==> config.mk <==
export PLATFORM = sky130hd
export DESIGN_NAME = reg_file_flat
export DESIGN_NICKNAME = d
export VERILOG_FILES = /design/src/rtl/rv_pkg.sv /design/src/rtl/reg_file_if.sv /design/src/rtl/reg_file_pend_counter.sv /design/src/rtl/reg_file.sv /design/src/flat_wrapper.sv
export SDC_FILE = /design/constraint.sdc
export NUM_CORES = 2
export LEC_CHECK = 0
export CAP_MARGIN = 20
export CORE_MARGIN = 3
export CORE_UTILIZATION = 25
export DETAILED_ROUTE_END_ITERATION = 8
export PLACE_DENSITY = 0.36
export SYNTH_ARGS = -nofsm -noshare
export SYNTH_HDL_FRONTEND = slang
export SYNTH_SLANG_ARGS = --single-unit
==> constraint.sdc <==
create_clock -name clk -period 52.2 [get_ports clk]
set_input_delay 13.05 -clock clk [delete_from_list [all_inputs] [get_ports clk]]
set_output_delay 13.05 -clock clk [all_outputs]
set_load 0.02 [all_outputs]
==> src/rtl/rv_pkg.sv <==
// Shared RISC-V pipeline types: the architectural word, the register address, and the x0 index.
package rv_pkg;

  localparam int XLEN = 32;
  localparam int AW   = 5;

  typedef logic [AW-1:0]   reg_addr_t;
  typedef logic [XLEN-1:0] word_t;

  localparam reg_addr_t REG_ZERO = 5'd0;

  function automatic logic isRealReg(input reg_addr_t addr);
    return addr != REG_ZERO;
  endfunction

endpackage

==> src/rtl/reg_file_if.sv <==
// Write-stage result and decode read/claim bundle between the pipeline and the register file.
interface reg_file_if;
  import rv_pkg::*;

  word_t     w_data;
  reg_addr_t w_address;
  logic      w_v;
  logic      w_r;

  reg_addr_t rs1_addr;
  reg_addr_t rs2_addr;
  reg_addr_t rd_claim;
  logic      d_v;
  logic      d_r;

  word_t     rs1_data;
  word_t     rs2_data;
  logic      q_v;
  logic      hazard;

  modport master (
    output w_data, w_address, w_v, rs1_addr, rs2_addr, rd_claim, d_v,
    input  w_r, d_r, rs1_data, rs2_data, q_v, hazard
  );

  modport slave (
    input  w_data, w_address, w_v, rs1_addr, rs2_addr, rd_claim, d_v,
    output w_r, d_r, rs1_data, rs2_data, q_v, hazard
  );

endinterface

==> src/rtl/reg_file_pend_counter.sv <==
// Saturating up/down count of in-flight writes to one register; inc and dec together hold.
module pend_counter #(
  parameter int CW = 2
) (
  input  logic          clk,
  input  logic          rst,
  input  logic          inc_i,
  input  logic          dec_i,
  output logic [CW-1:0] count_o
);
  import rv_pkg::*;

  logic [CW-1:0] count_q;
  logic [CW-1:0] count_d;

  // A retire with nothing outstanding (e.g. claimed before a reset) is dropped.
  always_comb begin
    count_d = count_q;
    if (inc_i && !dec_i && (count_q != '1)) begin
      count_d = count_q + 1'b1;
    end else if (dec_i && !inc_i && (count_q != '0)) begin
      count_d = count_q - 1'b1;
    end
  end

  always_ff @(posedge clk or posedge rst) begin
    if (rst) begin
      count_q <= '0;
    end else begin
      count_q <= count_d;
    end
  end

  assign count_o = count_q;

endmodule

==> src/rtl/reg_file.sv <==
// Architectural register file with per-register write scoreboard; x0 reads zero and never hazards.
// Define REG_FILE_BYPASS_EN to forward a same-cycle retiring write into the read and its hazard check.
module reg_file #(
  parameter int XLEN = 32,
  parameter int NREG = 32,
  parameter int AW   = 5,
  parameter int CW   = 2
) (
  input  logic     clk,
  input  logic     rst,
  reg_file_if.slave bus
);
  import rv_pkg::*;

  logic                       wReady_q;
  logic                       wAcc;
  logic                       dAcc;
  logic [NREG-1:0][CW-1:0]    pendCnt;
  logic [XLEN-1:0]            regs_q [NREG];
  logic [XLEN-1:0]            rs1Data_q;
  logic [XLEN-1:0]            rs1Data_d;
  logic [XLEN-1:0]            rs2Data_q;
  logic [XLEN-1:0]            rs2Data_d;
  logic                       qValid_q;
  logic                       hazard_q;
  logic                       hazard_d;
  logic                       rs1Busy;
  logic                       rs2Busy;

  // Ready drops while reset is held and returns on the first edge after release.
  always_ff @(posedge clk or posedge rst) begin
    if (rst) begin
      wReady_q <= 1'b0;
    end else begin
      wReady_q <= 1'b1;
    end
  end

  assign bus.w_r = wReady_q;
  assign wAcc    = bus.w_v && wReady_q && isRealReg(bus.w_address);
  assign bus.d_r = !(isRealReg(bus.rd_claim) && (pendCnt[bus.rd_claim] == '1));
  assign dAcc    = bus.d_v && bus.d_r;

  assign pendCnt[0] = '0;

  for (genvar i = 1; i < NREG; i++) begin : g_pend
    pend_counter #(
      .CW (CW)
    ) u_pend (
      .clk     (clk),
      .rst     (rst),
      .inc_i   (dAcc && (bus.rd_claim == AW'(i))),
      .dec_i   (wAcc && (bus.w_address == AW'(i))),
      .count_o (pendCnt[i])
    );
  end

  always_ff @(posedge clk or posedge rst) begin
    if (rst) begin
      for (int i = 0; i < NREG; i++) begin
        regs_q[i] <= '0;
      end
    end else if (wAcc) begin
      regs_q[bus.w_address] <= bus.w_data;
    end
  end

  // With forwarding, a write retiring this cycle no longer counts against its register.
  always_comb begin
`ifdef REG_FILE_BYPASS_EN
    rs1Busy = (pendCnt[bus.rs1_addr] > CW'(1)) ||
              ((pendCnt[bus.rs1_addr] == CW'(1)) &&
               !(wAcc && (bus.w_address == bus.rs1_addr)));
    rs2Busy = (pendCnt[bus.rs2_addr] > CW'(1)) ||
              ((pendCnt[bus.rs2_addr] == CW'(1)) &&
               !(wAcc && (bus.w_address == bus.rs2_addr)));
`else
    rs1Busy = pendCnt[bus.rs1_addr] != '0;
    rs2Busy = pendCnt[bus.rs2_addr] != '0;
`endif
  end

  always_comb begin
    rs1Data_d = rs1Data_q;
    rs2Data_d = rs2Data_q;
    hazard_d  = hazard_q;
    if (dAcc) begin
      rs1Data_d = regs_q[bus.rs1_addr];
      rs2Data_d = regs_q[bus.rs2_addr];
`ifdef REG_FILE_BYPASS_EN
      if (wAcc && (bus.w_address == bus.rs1_addr)) begin
        rs1Data_d = bus.w_data;
      end
      if (wAcc && (bus.w_address == bus.rs2_addr)) begin
        rs2Data_d = bus.w_data;
      end
`endif
      hazard_d = rs1Busy || rs2Busy;
    end
  end

  always_ff @(posedge clk or posedge rst) begin
    if (rst) begin
      rs1Data_q <= '0;
      rs2Data_q <= '0;
      qValid_q  <= 1'b0;
      hazard_q  <= 1'b0;
    end else begin
      rs1Data_q <= rs1Data_d;
      rs2Data_q <= rs2Data_d;
      qValid_q  <= dAcc;
      hazard_q  <= hazard_d;
    end
  end

  assign bus.rs1_data = rs1Data_q;
  assign bus.rs2_data = rs2Data_q;
  assign bus.q_v      = qValid_q;
  assign bus.hazard   = hazard_q;

endmodule

==> src/flat_wrapper.sv <==
// flat-port wrapper written by rule: the top's interface ports become plain ports
module reg_file_flat import rv_pkg::*;
#(
  parameter int XLEN = 32,
  parameter int NREG = 32,
  parameter int AW   = 5,
  parameter int CW   = 2
)
  (clk, rst, bus_w_data, bus_w_address, bus_w_v, bus_rs1_addr, bus_rs2_addr, bus_rd_claim, bus_d_v, bus_w_r, bus_d_r, bus_rs1_data, bus_rs2_data, bus_q_v, bus_hazard);
  reg_file_if bus_i ();
  input  logic clk;
  input  logic rst;
  input wire logic [$bits(bus_i.w_data)-1:0] bus_w_data;
  input wire logic [$bits(bus_i.w_address)-1:0] bus_w_address;
  input wire logic [$bits(bus_i.w_v)-1:0] bus_w_v;
  input wire logic [$bits(bus_i.rs1_addr)-1:0] bus_rs1_addr;
  input wire logic [$bits(bus_i.rs2_addr)-1:0] bus_rs2_addr;
  input wire logic [$bits(bus_i.rd_claim)-1:0] bus_rd_claim;
  input wire logic [$bits(bus_i.d_v)-1:0] bus_d_v;
  output wire logic [$bits(bus_i.w_r)-1:0] bus_w_r;
  output wire logic [$bits(bus_i.d_r)-1:0] bus_d_r;
  output wire logic [$bits(bus_i.rs1_data)-1:0] bus_rs1_data;
  output wire logic [$bits(bus_i.rs2_data)-1:0] bus_rs2_data;
  output wire logic [$bits(bus_i.q_v)-1:0] bus_q_v;
  output wire logic [$bits(bus_i.hazard)-1:0] bus_hazard;
  assign bus_i.w_data = bus_w_data;
  assign bus_i.w_address = bus_w_address;
  assign bus_i.w_v = bus_w_v;
  assign bus_i.rs1_addr = bus_rs1_addr;
  assign bus_i.rs2_addr = bus_rs2_addr;
  assign bus_i.rd_claim = bus_rd_claim;
  assign bus_i.d_v = bus_d_v;
  assign bus_w_r = bus_i.w_r;
  assign bus_d_r = bus_i.d_r;
  assign bus_rs1_data = bus_i.rs1_data;
  assign bus_rs2_data = bus_i.rs2_data;
  assign bus_q_v = bus_i.q_v;
  assign bus_hazard = bus_i.hazard;
  reg_file #(.XLEN(XLEN), .NREG(NREG), .AW(AW), .CW(CW)) u_core (.clk(clk), .rst(rst), .bus(bus_i));
endmodule
==> reports/qor.yml <==
worst-path-max-fanout: 19
worst-r2r-setup-slack_ns: 48.23
synth_top_family_by_area: "multiplexers"
synth_sequential_area_ratio_pct: 46.98
worstReg2RegStart: "u_core.g_pend[5].u_pend.count_o[1]$_DFFE_PP0P_"
async_flop_share_pct: 100.0
initial_core_util_pct: 25.20
dp_cells: 7439
die_outline_width_um: 501.6
grt_setup_unrepaired: "false"
postSynthAreaPerCell_um2: 13.79
via_per_inst: 5.102
final.min_clock_period_ns: 29.89
fillers: 24450
cts_repair_resize_count: 0
synth_top_flop_cell: "dfrtp_1"
critPathKind: "in -> out"
power.total_uw: 2628
placed_cell_area_um2: 66090
count_of_buffers_inserted_at_the_top_level_ports: 123
worstSetupEndpoint: "bus_d_r"
globalRouteOverflowTotal: 0
cts_h_tree_depth: 4
wl_per_cell_um: 29.74
status: "finished clean"
hold_viol_final: 0
finalSetupViolCount: 0
cts_post_setup_buffers_inserted: 0
yosys.area.top_type_share_pct: 46.98
remaining_design_rule_violation_count: 0
power_leakage_uw: 0.03122
first_iter_violations: 2747
track_usage_pct: 18.25
yosys_warnings: 0
finish.instance_area_um2: 71440
synth.net_count: 4510
critPathCaptureType: "output pin"
hold_buffers: 0
antenna_found_initial: 9
floorplan.io_pins: 124
floorplan.core_area_um2: 243700
worst-endpoint-required_ns: 39.15
cts_num_sinks: 1153
cts_buffers: 146
synth-edff-count: 0
drt_wl_total_um: 229600
cts.root.buffer_cell: "clkbuf_16"
final_min_period_over_clock_period_pct: 57.27
finish.cell_count_without_fillers: 7720
post_synthesis_compound_gate_area_fraction_pct: 2.410
finalClockSkew_ns: 0.03432
clk_path_buf_depth: 3
worstReg2RegEnd: "u_core.bus.rs2_data[15]$_DFFE_PP0P_"
clock.fmax_mhz: 33.45
grt_first_pass_wirelength_um: 329000
detail-route-antenna-nets: 0
grt_max_degree: 135
vdd_drop_max_uv: 27.18
startpoint: "bus_rd_claim[0]"
syn2layout_area_growth_pct: 16.34
synthXorXnorAreaFrac_pct: 0
syn_std_cell_area_um2: 61410
crit_path_start_kind: "primary input"
place_congestion: 0.7691
synth.area.top_cells: "dfrtp_1 (47%), mux4_2 (24%), mux2_2 (15%)"
netlist_instances: 4454
nNetsFinal: 4455
place_hpwl_um: 126700
clkLatencyLatePin_ns: 0.80
synthSimpleGateAreaFrac_pct: 7.101
chipHeight_um: 501.6
synth_fa_ha_area_share_pct: 0
final_layout_size_suffix_gt1_share_pct: 42.51
ys_seq_elements: 1153
ys_types: 80
max-cap-violations: 0
worst_r2r_path_depth: 8
std_cell_rows: 181
mostFrequentLayoutCells: "dfrtp_1 (1153), nand2_1 (822), mux2_2 (810)"
cts_tree: "built"
clk_pin_slew_worst_paths_ns: 0.05
totalNegativeSetupSlack_ns: 0
mostFrequentLayoutCell: "dfrtp_1"
tightestPinTransition_ns: 1.093
p_per_area_nw_per_um2: 36.78
finalMaxSlewViolations: 0
synth.area.mux_share_pct: 40.21
max_transition_margin_pct: 27.15
drt_first_pass_iters: 5
yosysTopAreaCell: "dfrtp_1"
cp_data_arrival_time_ns: 16.84
grt_pass1_vias: 41450
dieArea_um2: 251600
hold_path.class: "reg -> reg"
routed_vias: 39390
[per-stage QoR]
step	hold WS (ns)	utilization, %	setup slack [ns]
after floorplan	0.4413	-	6.676
after global routing	0.4064	29.32	22.04
final	0.3916	29.32	22.31
after CTS	0.3958	29.18	21.89
after detailed placement	0.3836	27.12	21.90
after global placement	0.3764	27.01	22.03
[report_power, final]
part / internal, µW / total (µW) / switching [µW]
logic: 253 / 454 / 201
registers: 1010 / 1110 / 94.7
clock network: 640 / 1060 / 424
total: 1910 / 2630 / 720
[how the worst min path moves through the flow]
stage                                     from                               to  cells past startpoint
2_1_floorplan  u_core.regs_q[1000]$_DFFE_PP0P_  u_core.regs_q[1000]$_DFFE_PP0P_                      1
6_report        u_core.regs_q[993]$_DFFE_PP0P_   u_core.regs_q[993]$_DFFE_PP0P_                      0
3_5_place_dp    u_core.regs_q[992]$_DFFE_PP0P_   u_core.regs_q[992]$_DFFE_PP0P_                      0
4_1_cts         u_core.regs_q[992]$_DFFE_PP0P_   u_core.regs_q[992]$_DFFE_PP0P_                      0
5_1_grt         u_core.regs_q[995]$_DFFE_PP0P_   u_core.regs_q[995]$_DFFE_PP0P_                      0
3_3_place_gp   u_core.regs_q[1012]$_DFFE_PP0P_  u_core.regs_q[1012]$_DFFE_PP0P_                      0
[cells in the mapped netlist, drive strengths merged, types with 9 or more instances]
library cell	number
a211oi	13
or4	9
mux4	651
a21oi	70
a31oi	10
nand2	837
nor2	87
o21ai	37
or3	10
clkbuf	351
buf	100
dfrtp	1153
o211ai	17
mux2	868
nor3	39
mux2i	12
nand4	10
inv	27
o31ai	11
nand3	21
[sequential cells by signal (all words and copies together), names as in the netlist]
register / flops
u_core.bus.rs2_data: 32
u_core.regs_q: 1024
u_core.bus.hazard: 1
u_core.bus.rs1_data: 32
u_core.bus.q_v: 1
u_core.g_pend.u_pend.count_o: 62
u_core.bus.w_r: 1
[layout make-up]
cell class | instances | area, µm² | share of cell area (%)
Clock inverter | 43 | 580.6 | 0.8126
Sequential cell | 1153 | 28850 | 40.39
Multi-Input combinational cell | 2823 | 30800 | 43.11
Timing Repair Buffer | 248 | 2654 | 3.715
Antenna cell | 4 | 10.01 | 0.01401
Clock buffer | 220 | 4428 | 6.198
Tap cell | 3202 | 4006 | 5.608
Inverter | 27 | 110.1 | 0.1541
[critical path, cell delays in order]
cell and delay, ns:
clkdlybuf4s50_1 1.04, inv_1 0.28, mux2_2 0.34, nand4_1 0.45, and2_1 0.54, nor2_1 0.11
nor2_1 0.34, clkdlybuf4s50_1 0.68
[logic make-up after synthesis]
group / after synthesis
muxes: 1531
AOI/OAI and AO/OA: 221
buffers and inverters: 478
and+or+nand+nor: 1070
other: 1
DFF: 1153
[per-layer routing]
layer	GRT usage (%)	share of wire, %
met5	0	0.012
met1	24.82	45
met3	2.706	3.7
met4	4.484	2.4
met2	30.51	49
No activity file was read; power rests on OpenSTA's default activity.
